File: config.mk
export PLATFORM = sky130hd
export DESIGN_NAME = risc_seq_ctrl
export DESIGN_NICKNAME = d
export VERILOG_FILES = /design/src/rtl/risc_pkg.sv /design/src/rtl/risc_strobe_dec.sv /design/src/rtl/risc_seq_ctrl.sv
export SDC_FILE = /design/constraint.sdc
export NUM_CORES = 1
export LEC_CHECK = 0
export ABC_CLOCK_PERIOD_IN_PS = 4300
export BUFFER_PORTS_ARGS = -buffer_cell sky130_fd_sc_hd__buf_2
export CELL_PAD_IN_SITES_DETAIL_PLACEMENT = 0
export CELL_PAD_IN_SITES_GLOBAL_PLACEMENT = 1
export CORE_MARGIN = 4
export CORE_UTILIZATION = 43
export DETAILED_ROUTE_END_ITERATION = 16
export PLACE_DENSITY = 0.94
export REMOVE_ABC_BUFFERS = 1
export SETUP_SLACK_MARGIN = 0.4
export SYNTH_ARGS = -nofsm -noshare
export SYNTH_HDL_FRONTEND = slang
export SYNTH_SLANG_ARGS = --single-unit
File: constraint.sdc
create_clock -name clk -period 4.3 [get_ports clk]
set_clock_uncertainty 0.2 [all_clocks]
set_input_delay 0.86 -clock clk [delete_from_list [all_inputs] [get_ports clk]]
set_output_delay 0.86 -clock clk [all_outputs]
set_load 0.01 [all_outputs]
File: src/rtl/risc_pkg.sv
// Shared encodings for the accumulator-CPU control sequencer: opcodes,
// instruction phases, top-level states and the datapath strobe bundle.
package risc_pkg;

  localparam logic [2:0] OP_HLT = 3'd0;
  localparam logic [2:0] OP_SKZ = 3'd1;
  localparam logic [2:0] OP_ADD = 3'd2;
  localparam logic [2:0] OP_AND = 3'd3;
  localparam logic [2:0] OP_XOR = 3'd4;
  localparam logic [2:0] OP_LDA = 3'd5;
  localparam logic [2:0] OP_STO = 3'd6;
  localparam logic [2:0] OP_JMP = 3'd7;

  localparam logic [2:0] PH_INST_ADDR  = 3'd0;
  localparam logic [2:0] PH_INST_FETCH = 3'd1;
  localparam logic [2:0] PH_INST_LOAD  = 3'd2;
  localparam logic [2:0] PH_IDLE       = 3'd3;
  localparam logic [2:0] PH_OP_ADDR    = 3'd4;
  localparam logic [2:0] PH_OP_FETCH   = 3'd5;
  localparam logic [2:0] PH_ALU_OP     = 3'd6;
  localparam logic [2:0] PH_STORE      = 3'd7;

  typedef enum logic [1:0] {
    ST_STOPPED = 2'd0,
    ST_EXEC    = 2'd1,
    ST_HALTED  = 2'd2
  } top_state_t;

  typedef struct packed {
    logic sel;
    logic rd;
    logic wr;
    logic ld_ir;
    logic ld_ac;
    logic ld_pc;
    logic inc_pc;
    logic data_e;
    logic halt;
    logic instr_done;
  } strobes_t;

  // Opcodes that read memory and load the accumulator.
  function automatic logic is_aluop(input logic [2:0] op);
    return (op == OP_ADD) || (op == OP_AND) || (op == OP_XOR) || (op == OP_LDA);
  endfunction

endpackage

File: src/rtl/risc_strobe_dec.sv
// Combinational strobe decoder: maps (state, phase, opcode, zero) of the
// upcoming cycle onto the datapath strobe vector.
module risc_strobe_dec
  import risc_pkg::*;
(
  input  top_state_t next_state,
  input  logic [2:0] next_phase,
  input  logic [2:0] opcode,
  input  logic       zero,
  output strobes_t   strobes
);

  logic alu;

  always_comb begin
    strobes = '0;
    alu     = is_aluop(opcode);
    case (next_state)
      ST_EXEC: begin
        case (next_phase)
          PH_INST_ADDR: strobes.sel = 1'b1;
          PH_INST_FETCH: begin
            strobes.sel = 1'b1;
            strobes.rd  = 1'b1;
          end
          PH_INST_LOAD, PH_IDLE: begin
            strobes.sel   = 1'b1;
            strobes.rd    = 1'b1;
            strobes.ld_ir = 1'b1;
          end
          PH_OP_ADDR:  strobes.inc_pc = 1'b1;
          PH_OP_FETCH: strobes.rd     = alu;
          // zero only matters here, i.e. it is consumed at the end of OP_FETCH
          PH_ALU_OP: begin
            strobes.rd     = alu;
            strobes.inc_pc = (opcode == OP_SKZ) && zero;
            strobes.ld_pc  = (opcode == OP_JMP);
            strobes.data_e = (opcode == OP_STO);
          end
          PH_STORE: begin
            strobes.rd         = alu;
            strobes.ld_ac      = alu;
            strobes.ld_pc      = (opcode == OP_JMP);
            strobes.wr         = (opcode == OP_STO);
            strobes.data_e     = (opcode == OP_STO);
            strobes.instr_done = 1'b1;
          end
          default: strobes = '0;
        endcase
      end
      ST_HALTED: strobes.halt = 1'b1;
      default:   strobes = '0;
    endcase
  end

endmodule

File: src/rtl/risc_seq_ctrl.sv
// Multi-cycle control sequencer: run/step/halt management, 8-phase
// instruction stepping, registered datapath strobes and retired counter.
module risc_seq_ctrl
  import risc_pkg::*;
#(
  parameter int CNT_W = 16
) (
  input  logic             clk,
  input  logic             rst,
  input  logic             run,
  input  logic             step,
  input  logic [2:0]       opcode,
  input  logic             zero,
  output logic             sel,
  output logic             rd,
  output logic             wr,
  output logic             ld_ir,
  output logic             ld_ac,
  output logic             ld_pc,
  output logic             inc_pc,
  output logic             data_e,
  output logic             halt,
  output logic [2:0]       phase,
  output logic             instr_done,
  output logic [CNT_W-1:0] retired
);

  top_state_t       state_r, next_state;
  logic [2:0]       phase_r, next_phase;
  logic             step_r, next_step;
  strobes_t         strobes_r, strobes_s;
  logic [CNT_W-1:0] retired_r;

  // Top-state / phase sequencing.
  always_comb begin
    next_state = state_r;
    next_phase = phase_r;
    next_step  = step_r;
    case (state_r)
      ST_STOPPED: begin
        if (run || step) begin
          next_state = ST_EXEC;
          next_phase = PH_INST_ADDR;
          next_step  = step & ~run;
        end else begin
          next_phase = PH_INST_ADDR;
        end
      end
      ST_EXEC: begin
        if ((phase_r == PH_OP_ADDR) && (opcode == OP_HLT)) begin
          next_state = ST_HALTED;
          next_phase = PH_INST_ADDR;
          next_step  = 1'b0;
        end else if (phase_r == PH_STORE) begin
          next_phase = PH_INST_ADDR;
          if (!(run && !step_r)) begin
            next_state = ST_STOPPED;
            next_step  = 1'b0;
          end else begin
            next_state = ST_EXEC;
          end
        end else begin
          next_phase = phase_r + 3'd1;
        end
      end
      ST_HALTED: begin
        next_phase = PH_INST_ADDR;
        if (!run) begin
          next_state = ST_STOPPED;
        end else begin
          next_state = ST_HALTED;
        end
      end
      default: begin
        next_state = ST_STOPPED;
        next_phase = PH_INST_ADDR;
        next_step  = 1'b0;
      end
    endcase
  end

  risc_strobe_dec u_dec (
    .next_state (next_state),
    .next_phase (next_phase),
    .opcode     (opcode),
    .zero       (zero),
    .strobes    (strobes_s)
  );

  // State, phase, step flag, strobe and counter registers.
  always_ff @(posedge clk or negedge rst) begin
    if (!rst) begin
      state_r   <= ST_STOPPED;
      phase_r   <= 3'd0;
      step_r    <= 1'b0;
      strobes_r <= '0;
      retired_r <= '0;
    end else begin
      state_r   <= next_state;
      phase_r   <= next_phase;
      step_r    <= next_step;
      strobes_r <= strobes_s;
      if ((next_state == ST_EXEC) && (next_phase == PH_STORE)) begin
        retired_r <= retired_r + CNT_W'(1);
      end
    end
  end

  assign sel        = strobes_r.sel;
  assign rd         = strobes_r.rd;
  assign wr         = strobes_r.wr;
  assign ld_ir      = strobes_r.ld_ir;
  assign ld_ac      = strobes_r.ld_ac;
  assign ld_pc      = strobes_r.ld_pc;
  assign inc_pc     = strobes_r.inc_pc;
  assign data_e     = strobes_r.data_e;
  assign halt       = strobes_r.halt;
  assign instr_done = strobes_r.instr_done;
  assign phase      = phase_r;
  assign retired    = retired_r;

endmodule

==> results of run 1 <==
[worst max-delay path: stages, from the launching register on]
cell,delay [ns]
sky130_fd_sc_hd__dfrtp_1,0.46
sky130_fd_sc_hd__ha_1,0.23
sky130_fd_sc_hd__ha_1,0.34
sky130_fd_sc_hd__and4bb_2,0.29
sky130_fd_sc_hd__nand4_1,0.28
sky130_fd_sc_hd__nor3_1,0.31
sky130_fd_sc_hd__xor2_1,0.17
[Yosys cell counts]
| cell type | n | area, sq um |
|---|---|---|
| sky130_fd_sc_hd__dfrtp_1 | 32 | 800.8 |
| sky130_fd_sc_hd__nand2_1 | 13 | 48.80 |
| sky130_fd_sc_hd__nor3_1 | 13 | 65.06 |
| sky130_fd_sc_hd__xor2_1 | 11 | 96.34 |
| sky130_fd_sc_hd__nand4_1 | 6 | 37.54 |
| sky130_fd_sc_hd__nor2_1 | 6 | 22.52 |
| sky130_fd_sc_hd__inv_1 | 5 | 18.77 |
| sky130_fd_sc_hd__xnor2_1 | 5 | 43.79 |
| sky130_fd_sc_hd__and2_1 | 4 | 25.02 |
| sky130_fd_sc_hd__ha_1 | 4 | 50.05 |
| sky130_fd_sc_hd__nand3_1 | 4 | 20.02 |
| sky130_fd_sc_hd__a31oi_1 | 2 | 12.51 |
| sky130_fd_sc_hd__and4_1 | 2 | 17.52 |
| sky130_fd_sc_hd__nor4b_4 | 2 | 47.55 |
| sky130_fd_sc_hd__o21ai_0 | 2 | 10.01 |
| sky130_fd_sc_hd__or2b_1 | 2 | 15.01 |
| sky130_fd_sc_hd__a211o_1 | 1 | 8.760 |
| sky130_fd_sc_hd__a211o_4 | 1 | 17.52 |
| sky130_fd_sc_hd__a211oi_1 | 1 | 7.510 |
| sky130_fd_sc_hd__a211oi_2 | 1 | 12.51 |
| sky130_fd_sc_hd__a21o_1 | 1 | 7.510 |
| sky130_fd_sc_hd__a21oi_1 | 1 | 5.000 |
| sky130_fd_sc_hd__a21oi_2 | 1 | 8.760 |
| sky130_fd_sc_hd__a22o_4 | 1 | 17.52 |
| sky130_fd_sc_hd__and3_1 | 1 | 6.260 |
| sky130_fd_sc_hd__and4bb_2 | 1 | 12.51 |
| sky130_fd_sc_hd__buf_2 | 1 | 5.000 |
| sky130_fd_sc_hd__mux2_2 | 1 | 11.26 |
| sky130_fd_sc_hd__nand2b_1 | 1 | 6.260 |
| sky130_fd_sc_hd__nand4bb_1 | 1 | 11.26 |
| sky130_fd_sc_hd__nor2b_1 | 1 | 6.260 |
| sky130_fd_sc_hd__nor4_1 | 1 | 6.260 |
| sky130_fd_sc_hd__nor4b_1 | 1 | 8.760 |
| sky130_fd_sc_hd__o31ai_1 | 1 | 7.510 |
[power by group through the flow]
stage          clock (uW)  sequential (uW)  combinational (uW)
6_report              151              448                 461
5_1_grt               168              461                 520
4_1_cts               156              449                 465
3_5_place_dp            0              455                 463
3_3_place_gp            0              449                 450
2_1_floorplan           0              475                 289
[per-stage QoR]
stage	std cells	power, uW	area, sq um	util, %	worst slack [ns]
final	219	1061	1777	53.24	1.946
after global routing	219	1150	1777	53.24	1.764
after CTS	219	1070	1777	53.24	1.942
after detailed placement	212	918.4	1730	51.86	1.870
after global placement	212	899.0	1730	51.86	1.910
after floorplan	130	763.2	1493	-	2.096
[metal layers]
layer | wire length, microns | up-vias | global-route usage, %
met3 | 105 | 5 | 3.035
li1 | - | 550 | -
met1 | 1288 | 511 | 18.34
met5 | 0 | - | 0
met2 | 1448 | 20 | 23.68
met4 | 42 | 0 | 5.316
[final timing paths]
path                              from          end
max                           phase[0]  retired[12]
min                        retired[15]  retired[15]
max reg2reg                   phase[0]  retired[12]
min reg2reg                retired[15]  retired[15]
max in group asynchronous          rst        ld_pc
min in group asynchronous          rst       step_r
[final cells by class]
type                    count  area (sq um)
repair buffers             36         180.2
multi-input cells          93         673.1
fillers                   307          1560
inverters                   5         18.77
clock inverters             1         5.005
flip-flops and latches     32         800.8
clock buffers               6         41.29
well taps                  46         57.56
[kinds of logic after synthesis]
| kind of cell | after synthesis | synth area share, % |
|---|---|---|
| buf+inv | 6 | 1.587 |
| fa+ha+maj | 4 | 3.342 |
| xor+xnor | 16 | 9.356 |
| flops | 32 | 53.47 |
| simple gates | 59 | 23.81 |
| compound gates | 13 | 7.687 |
| mux | 1 | 0.7518 |
==> results.md, run 1 <==
* Min cycle time layout at 2.354 ns
* Total die area at 4491 sq um
* Number of global-route vias before repair at 1050
* Row count at 21
* CTS HTree Levels at 2
* Largest register FFs at 16
* Number of DRC markers in iteration 0 at 30
* Endpoint required time on the critical path at 4.34 ns
* Element type at the critical path start: flop
* Portion of total power attributed to combinational logic at 43.5%
* Peak Freq at about 420 MHz
* CTS tree: yes
* Number of CTS-inserted buffers at 5
* Setup repair after global routing missed its margin: no
* Setup CP Type: flop to flop
* Vias post-DR at 1086
* Slack of the worst reg-to-reg path at 1.95 ns
* Number of nets in the layout at 185
* DRC Markers at 0
* Outcome: finished clean
* Final-layout setup total negative slack at 0 ns
* Wire length per cell after detailed routing at 13.17 microns
* Clock insertion delay at the later pin of the skew report at 0.32 ns
* Die Y-Extent at 67.02 microns
* Cell leakage power at 0.0008089 uW
* Instance count of the mapped netlist at 131
* Effective utilization at floorplan at 44.88%
* Number of clock sinks at 32
* Clk slew on worst S/H paths at 0.09 ns
* Synthesis-to-finish area growth at 18.63%
* Overall die width at ~67 microns
* Max Buffers Root-to-Sink at 2
* Share of total power in sequential cells at a little over two fifths
* Root Driver: sky130_fd_sc_hd__clkbuf_4
* Count of cells along the worst register-to-register path at 6
* Area of the core region at 3337 sq um
* Most frequent standard cell in the layout excluding fill and tap cells: sky130_fd_sc_hd__buf_2
* Fin. max-slew vios at 0
* Number of gates resized after cts at 0
* Syn_area_per_cell at approximately 11 sq um
* Highest-count cells in the layout ignoring fill and taps: sky130_fd_sc_hd__buf_2, sky130_fd_sc_hd__dfrtp_1, sky130_fd_sc_hd__nand2_1, sky130_fd_sc_hd__nor3_1, sky130_fd_sc_hd__xor2_1
* Switch Pwr at around 430 uW
* Period Utilization, post-route at 54.75%
* Distinct cells, synth at 34
* Internal Power at around 630 uW
* Clock power frac at 14.3%
* Number of input and output port buffers inserted at 36
* Part of the Yosys area used for sequential elements at 53.47%
* I/O pin total at 37
* Worst hold path class: flop to flop
* Avg Vias per Cell at 4.959
* Pin slew with the least headroom to its limit at a little under 0.7 ns
* Count of antenna-violating nets left after detailed routing at 0
* Global-route usage over all layers at 14.36%
* Flop and latch count out of synthesis at 32
* Capturing element type of the critical path: flop
* Warnings, synthesis at 0
* Antenna fix cells at 0
* Fraction of layout instances using a drive strength above 1 at 28.90%
* Number of cells on the worst hold path at 1
* Worst-case headroom to the max-slew limit at 53.83%
* Maximum number of pins on one net before global-route repair at 33
* Max Cap Viol at 0
* Maximum fanout along the worst path at 7
* Wire length reported by the detailed router at 2.884 mm
* Data arrival, critical path at 2.40 ns
* WHS at 0.2742 ns
* Router iterations before antenna repair at 4
* Cell Area, Synth at 1498 sq um
* Switching part of the total at 40.27%
* Post-CTS Setup Inserts at 0
* Power density over cell area at 597.0 nW/um^2
* Final HPWL from detailed placement at 2.236 mm
* Hold-fix buffers at CTS at 0
* Final setup violating endpoints at 0
* Placer Congestion at 0.7941
* Overflow left after global routing at 0
* Antenna violations before repair at 0
* IR Drop Worst-Case VDD at 0.2507 mV
* Global-route wire length before repair at slightly below 5 mm
* Count of final hold-check violations at 0
(Power assumes the default switching activity.)
==> run 2: changes to the inputs <==
--- a/config.mk
+++ b/config.mk
@@ -5,14 +5,15 @@
 export SDC_FILE = /design/constraint.sdc
 export NUM_CORES = 1
 export LEC_CHECK = 0
-export ABC_CLOCK_PERIOD_IN_PS = 4300
+export ABC_AREA = 1
+export ABC_CLOCK_PERIOD_IN_PS = 2180
 export BUFFER_PORTS_ARGS = -buffer_cell sky130_fd_sc_hd__buf_2
 export CELL_PAD_IN_SITES_DETAIL_PLACEMENT = 0
 export CELL_PAD_IN_SITES_GLOBAL_PLACEMENT = 1
 export CORE_MARGIN = 4
-export CORE_UTILIZATION = 43
+export CORE_UTILIZATION = 39
 export DETAILED_ROUTE_END_ITERATION = 16
-export PLACE_DENSITY = 0.94
+export PLACE_DENSITY = 0.9
 export REMOVE_ABC_BUFFERS = 1
 export SETUP_SLACK_MARGIN = 0.4
 export SYNTH_ARGS = -nofsm -noshare
==> constraint.sdc (replaced) <==
create_clock -name clk -period 2.18 [get_ports clk]
set_clock_uncertainty 0.2 [all_clocks]
set_input_delay 0.436 -clock clk [delete_from_list [all_inputs] [get_ports clk]]
set_output_delay 0.436 -clock clk [all_outputs]
set_load 0.01 [all_outputs]
==> run 2 against run 1 <==
  * The flow now finishes with violations (negative hold slack)
  * Combinational power increased to 2.6 times the previous value
  * Critical path depth grew 2
  * Critical endpoint is now retired[0]
  * Flip-flop and latch count unchanged
  * Final area grew 19%
  * Clock power rose to 3.7 times the previous value
  * Clock-buffer cell count unchanged
  * Worst hold slack lost 0.28 ns
  * Non-clock buffer count is 7 higher
  * Synthesized area grew 14%
  * Total power increased to 2.5 times the previous value
==> results.md, run 2 <==
* Area of the core region at 4115 sq um
* WHS at -0.004168 ns
* Antenna fix cells at 0
* Placer Congestion at 0.8161
* Die Y-Extent at 74.13 microns
* Min cycle time layout at 1.921 ns
* Number of clock sinks at 32
* I/O pin total at 37
* Final HPWL from detailed placement at 2.706 mm
* Antenna violations before repair at 0
* Maximum fanout along the worst path at 7
* Max Buffers Root-to-Sink at 2
* Row count at 23
* Setup repair after global routing missed its margin: yes
* Most frequent standard cell in the layout excluding fill and tap cells: sky130_fd_sc_hd__nand2_1
* Syn_area_per_cell at slightly above 8 sq um
* Power density over cell area at 1276 nW/um^2
* Setup CP Type: flop to flop
* IR Drop Worst-Case VDD at 0.8637 mV
* Final setup violating endpoints at 0
* Part of the Yosys area used for sequential elements at 46.96%
* Number of nets in the layout at 270
* Highest-count cells in the layout ignoring fill and taps: sky130_fd_sc_hd__nand2_1, sky130_fd_sc_hd__buf_2, sky130_fd_sc_hd__dfrtp_1, sky130_fd_sc_hd__nor2_1, sky130_fd_sc_hd__inv_1
* Wire length reported by the detailed router at 3.720 mm
* Most frequent cell after synthesis: sky130_fd_sc_hd__nand2_1
* Post-synthesis cell type with the largest combined area: sky130_fd_sc_hd__dfrtp_1
* Flop and latch count out of synthesis at 32
* Leading post-synthesis cells by cell area: sky130_fd_sc_hd__dfrtp_1, sky130_fd_sc_hd__nand2_1, sky130_fd_sc_hd__nor2_1
* Overflow left after global routing at 0
* Number of filler cells placed in the layout at 414
* Post-route core utilization at 51.17%
* Cell with the largest stage delay on the worst path: sky130_fd_sc_hd__dfrtp_1
* Max incr delay on CP at roughly 0.4 ns
* Total die area at 5495 sq um
* Vias post-DR at around 1500
* Count of final hold-check violations at 4
* Pin slew with the least headroom to its limit at between 0.7 and 0.8 ns
* Portion of synthesized cell area occupied by the leading cell type at 46.96%
* Overall die width at 74.13 microns
* Number of input and output port buffers inserted at 36
* Peak Freq at roughly 520 MHz
* Global-route wire length before repair at 6.617 mm
* Router iterations before antenna repair at 4
* Endpoint required time on the critical path at 2.19 ns
* Worst-case headroom to the max-slew limit at a little over half
* Worst hold path class: primary input to async pin
* Cell leakage power at approximately 0.0011 uW
* Number of global-route vias before repair at 1453
* DRC Markers at 0
* Fraction of registers with async set/reset at 100.0%
* Element type at the critical path start: flop
* Outcome: finished with violations
* Fin. max-slew vios at 0
* Distinct cells, synth at 21
* CTS HTree Levels at 2
* Capturing element type of the critical path: flop
* Instance count of the mapped netlist at 211
* Synthesis-to-finish area growth at 23.48%
* Violated checks: negative hold slack
* Number of CTS-inserted buffers at 5
* Main flop type after synthesis: sky130_fd_sc_hd__dfrtp_1
* Root Driver: sky130_fd_sc_hd__clkbuf_8
* Maximum number of pins on one net before global-route repair at 33
* Worst-path cell chain: ha_2, ha_2, or2_4, nor2_4, nand2_4, nor2_8, buf_6, xor2_1
* Clk slew on worst S/H paths at 0.07 ns
* Critical path buffers and inverters at 1
* Period Utilization, post-route at about nine tenths
* Final-layout setup total negative slack at 0 ns
* Avg Vias per Cell at 4.761
* EDFF count, synth at 0
* Largest register FFs at 16
* Fraction of layout instances using a drive strength above 1 at 26.64%
* Clock insertion delay at the later pin of the skew report at 0.29 ns
* Data arrival, critical path at 1.93 ns
* Synth top cells by count: sky130_fd_sc_hd__nand2_1, sky130_fd_sc_hd__dfrtp_1, sky130_fd_sc_hd__nor2_1, sky130_fd_sc_hd__inv_1, sky130_fd_sc_hd__nand3_1
* Number of DRC markers in iteration 0 at 81
* Max Cap Viol at 0
* Wire length per cell after detailed routing at approximately 12 microns
* Warnings, synthesis at 0
* Cell seen most often among critical-path stages: sky130_fd_sc_hd__ha_2
* Global-route usage over all layers at 15.91%
* Count of antenna-violating nets left after detailed routing at 0
* Effective utilization at floorplan at 41.44%
* CTS tree: yes
* Cell Area, Synth at approximately 1700 sq um
* Kind of cell with the highest combined delay on the critical path: simple AND/OR/NAND/NOR gates
[run 2: cell count changes after synthesis, moves of 9 or more]
cell / delta
sky130_fd_sc_hd__o21ai_1: +9
sky130_fd_sc_hd__nor2_1: +21
sky130_fd_sc_hd__nor3_1: -13
sky130_fd_sc_hd__inv_1: +12
sky130_fd_sc_hd__nand2_1: +59
[run 2: path summary, 6_finish.rpt]
path,endpoint,slack (ns),depth (start not counted),startpoint
min in group clk,wr,0.16,2,opcode[0]
hold / removal,retired[12],-0.004,1,rst
setup reg to reg,retired[0],0.26,8,phase[0]
max in group asynchronous,retired[1],1.33,1,rst
setup / recovery,retired[0],0.26,8,phase[0]
hold reg to reg,step_r,0.29,2,step_r
[run 2: stage by stage]
stage	power [uW]	instances	area [sq um]	setup slack (ns)	hold WS, ns
detailed placement	2018	296	1929	0.1357	0.2869
global placement	2000	296	1929	0.2261	0.2619
floorplan	1655	208	1672	0.1577	-0.05959
CTS	2685	308	2087	0.2636	0.02383
global route	2903	309	2106	0.1502	0.05533
finish	2688	309	2106	0.2594	-0.004168
[run 2: power breakdown]
group / switching (uW) / total [uW] / internal (uW)
combinational: 718 / 1200 / 484
clock: 223 / 562 / 339
sequential: 157 / 924 / 766
[run 2: final cells by class]
type	instances	area, sq um	share of cell area [%]
clock buffers	6	72.57	3.446
clock inverters	2	35.03	1.664
inverters	23	88.84	4.219
multi-input cells	153	805.8	38.27
flip-flops and latches	32	800.8	38.03
well taps	50	62.56	2.971
repair buffers	43	240.2	11.41
[run 2: logic make-up (layout without fill, tap and decap cells)]
logic type	after synthesis	count (layout)	share of synthesized area, %
xor gates and xnor gates	11	11	5.650
AOI/OAI and AO/OA	14	14	4.255
buffers and inverters	26	74	7.043
adders and majority gates	4	4	2.935
DFF	32	32	46.96
and+or+nand+nor	124	124	33.16
[run 2: repair_timing]
| action | in CTS | in global routing |
|---|---|---|
| hold buffers | 0 | 0 |
| endpoints found under the setup margin | 18 | 24 |
| endpoints found under the hold margin | 0 | 0 |
| pin swaps | 3 | 4 |
| buffers inserted | 4 | 1 |
| resized for setup | 6 | 3 |
| cloned | 0 | 0 |
[run 2: metal layers]
metal / share of wire (%) / up-vias / global-route usage (%)
met5: 0 / - / 0
met4: 2.2 / 0 / 6.237
met3: 6.0 / 8 / 5.000
met2: 49 / 36 / 26.57
met1: 43 / 668 / 19.10
li1: - / 759 / -
==> run 3: changes to the inputs <==
--- a/config.mk
+++ b/config.mk
@@ -11,9 +11,10 @@
 export CELL_PAD_IN_SITES_DETAIL_PLACEMENT = 0
 export CELL_PAD_IN_SITES_GLOBAL_PLACEMENT = 1
 export CORE_MARGIN = 4
-export CORE_UTILIZATION = 39
+export CORE_UTILIZATION = 41
+export CTS_BUF_LIST = sky130_fd_sc_hd__clkbuf_4 sky130_fd_sc_hd__clkbuf_8
 export DETAILED_ROUTE_END_ITERATION = 16
-export PLACE_DENSITY = 0.9
+export PLACE_DENSITY = 0.94
 export REMOVE_ABC_BUFFERS = 1
 export SETUP_SLACK_MARGIN = 0.4
 export SYNTH_ARGS = -nofsm -noshare
==> constraint.sdc (replaced) <==
create_clock -name clk -period 2.18 [get_ports clk]
set_clock_uncertainty 0.2 [all_clocks]
set_input_delay 0.218 -clock clk [delete_from_list [all_inputs] [get_ports clk]]
set_output_delay 0.218 -clock clk [all_outputs]
set_load 0.01 [all_outputs]
==> run 3 against run 2 <==
  * The run now ends clean
  * Utilization up 3.6 points
  * Sequential share of layout area decreased by 1.5 points
  * First-iteration DRC count rose by 25%
  * Critical path depth rose by 2
  * Cell count increased by 1.9%
  * Non-clock buffer count is 5 higher
  * Via count up 0.82%
  * Combinational power rose by 6%
  * Setup slack got worse by 0.013 ns
  * Clock-buffer cell count decreased by 1
  * Clock power is 2% higher
  * Total power rose by 3.0%
  * Critical path type unchanged
  * Critical endpoint is now retired[4]
==> results.md, run 3 (same netlist as run 2, synthesis figures left out) <==
* Final-layout setup total negative slack at 0 ns
* Post-Place Cells at 295
* Final setup violating endpoints at 0
* Pin slew with the least headroom to its limit at 0.7315 ns
* Wire length reported by the detailed router at 3.880 mm
* Number of DRC markers in iteration 0 at 101
* Count of final hold-check violations at 0
* Highest-count cells in the layout ignoring fill and taps: sky130_fd_sc_hd__nand2_1, sky130_fd_sc_hd__buf_2, sky130_fd_sc_hd__dfrtp_1, sky130_fd_sc_hd__nor2_1, sky130_fd_sc_hd__inv_1
* Row count at 23
* Final HPWL from detailed placement at 2.772 mm
* Wire length per cell after detailed routing at 12.32 microns
* Period Utilization, post-route at 88.72%
* Global-route wire length before repair at 6.568 mm
* Most frequent standard cell in the layout excluding fill and tap cells: sky130_fd_sc_hd__nand2_1
* Antenna fix cells at 0
* Number of input and output port buffers inserted at 36
* Endpoint required time on the critical path at roughly 2.2 ns
* Router iterations before antenna repair at 4
* Antenna violations before repair at 0
* Maximum number of pins on one net before global-route repair at 33
* Max Buffers Root-to-Sink at 2
* Data arrival, critical path at 1.92 ns
* Overall die width at about 72 microns
* Setup repair after global routing missed its margin: yes
* Largest register FFs at 16
* Power density over cell area at 1264 nW/um^2
* Worst-case headroom to the max-slew limit at 51.23%
* Capturing element type of the critical path: flop
* Min cycle time layout at 1.934 ns
* DRC Markers at 0
* Peak Freq at 517.1 MHz
* Area of the core region at 4000 sq um
* Cell leakage power at 0.001146 uW
* Clk slew on worst S/H paths at roughly 0.07 ns
* IR Drop Worst-Case VDD at 0.7195 mV
* Placer Congestion at ~0.84
* Synthesis-to-finish area growth at 28.39%
* Overflow left after global routing at 0
* Outcome: finished clean
* Count of antenna-violating nets left after detailed routing at 0
* Element type at the critical path start: flop
* Total die area at 5256 sq um
* CTS HTree Levels at 2
* Root Driver: sky130_fd_sc_hd__clkbuf_8
* CTS tree: yes
* Number of global-route vias before repair at 1467
* Avg Vias per Cell at 4.708
* Fraction of layout instances using a drive strength above 1 at 27.17%
* Effective utilization at floorplan at 42.63%
* I/O pin total at 37
* Global-route usage over all layers at 16.24%
* Worst hold path class: primary input to flop
* Die Y-Extent at 72.50 microns
* Clock insertion delay at the later pin of the skew report at ~0.29 ns
* Number of clock sinks at 32
* Setup CP Type: flop to flop
* Number of nets in the layout at 276
* Max Cap Viol at 0
* Fin. max-slew vios at 0
* Maximum fanout along the worst path at 5
* Fin cells at roughly 320
* Number of CTS-inserted buffers at 5
* Vias post-DR at 1483
[run 3: worst paths after layout]
| check | startpoint | slack, ns | endpoint | cells past startpoint |
|---|---|---|---|---|
| min reg2reg | step_r | 0.29 | step_r | 2 |
| min | opcode[0] | 0.02 | data_e | 4 |
| max | phase[0] | 0.25 | retired[4] | 10 |
| min in group asynchronous | rst | 0.32 | retired[8] | 2 |
| max in group asynchronous | rst | 0.99 | retired[10] | 2 |
| max reg2reg | phase[0] | 0.25 | retired[4] | 10 |
[run 3: timing repair]
item,CTS,global route
cloned,1,0
pin swaps,1,3
hold buffers,3,0
endpoints found under the setup margin,19,23
buffers inserted,8,0
hold endpoints to repair,34,0
resized for setup,9,3
[run 3: area by class of cell]
cell class | count | area [sq um]
clock buffer | 5 | 68.82
clock inverter | 3 | 42.54
fill | 372 | 1810
inverter | 23 | 91.34
multi-input combinational | 153 | 815.8
sequential | 32 | 800.8
tap | 50 | 62.56
timing repair buffer | 48 | 301.5
timing repair inverter | 1 | 6.256
[run 3: worst max-delay path: stages, from the launching register on]
cell and delay (ns):
sky130_fd_sc_hd__dfrtp_1 0.40, sky130_fd_sc_hd__ha_2 0.21, sky130_fd_sc_hd__ha_4 0.16, sky130_fd_sc_hd__or2_4 0.24
sky130_fd_sc_hd__nor2_4 0.12, sky130_fd_sc_hd__nand2_4 0.08, sky130_fd_sc_hd__nor2_8 0.16, sky130_fd_sc_hd__buf_4 0.14
sky130_fd_sc_hd__inv_4 0.04, sky130_fd_sc_hd__nand2_1 0.05, sky130_fd_sc_hd__nand2_1 0.05
[run 3: power by group]
group	leakage (uW)	switching [uW]	internal (uW)
Combinational	0.000673	731	538
Clock	0.0000541	236	338
Sequential	0.000419	159	766
Total	0.00115	1130	1640
[run 3: layer usage]
layer / global-route usage [%] / share of wire (%) / vias to the layer above / wire (microns)
li1: - / - / 763 / -
met1: 19.32 / 44 / 676 / 1693
met2: 27.40 / 49 / 35 / 1883
met3: 5.125 / 5.9 / 9 / 230
met4: 6.148 / 1.9 / 0 / 72
met5: 0 / 0 / - / 0
[run 3: per-stage QoR]
step	setup WS (ns)	area, sq um	power [uW]	hold slack, ns	util (%)
2_1_floorplan	0.1577	1672	1655	-0.2776	-
3_3_place_gp	0.2389	1934	1993	0.1054	48.36
3_5_place_dp	0.1828	1934	2018	0.1209	48.36
4_1_cts	0.2905	2167	2759	0.003559	54.18
5_1_grt	0.1429	2190	2964	0.03646	54.74
6_report	0.2460	2190	2768	0.01896	54.74
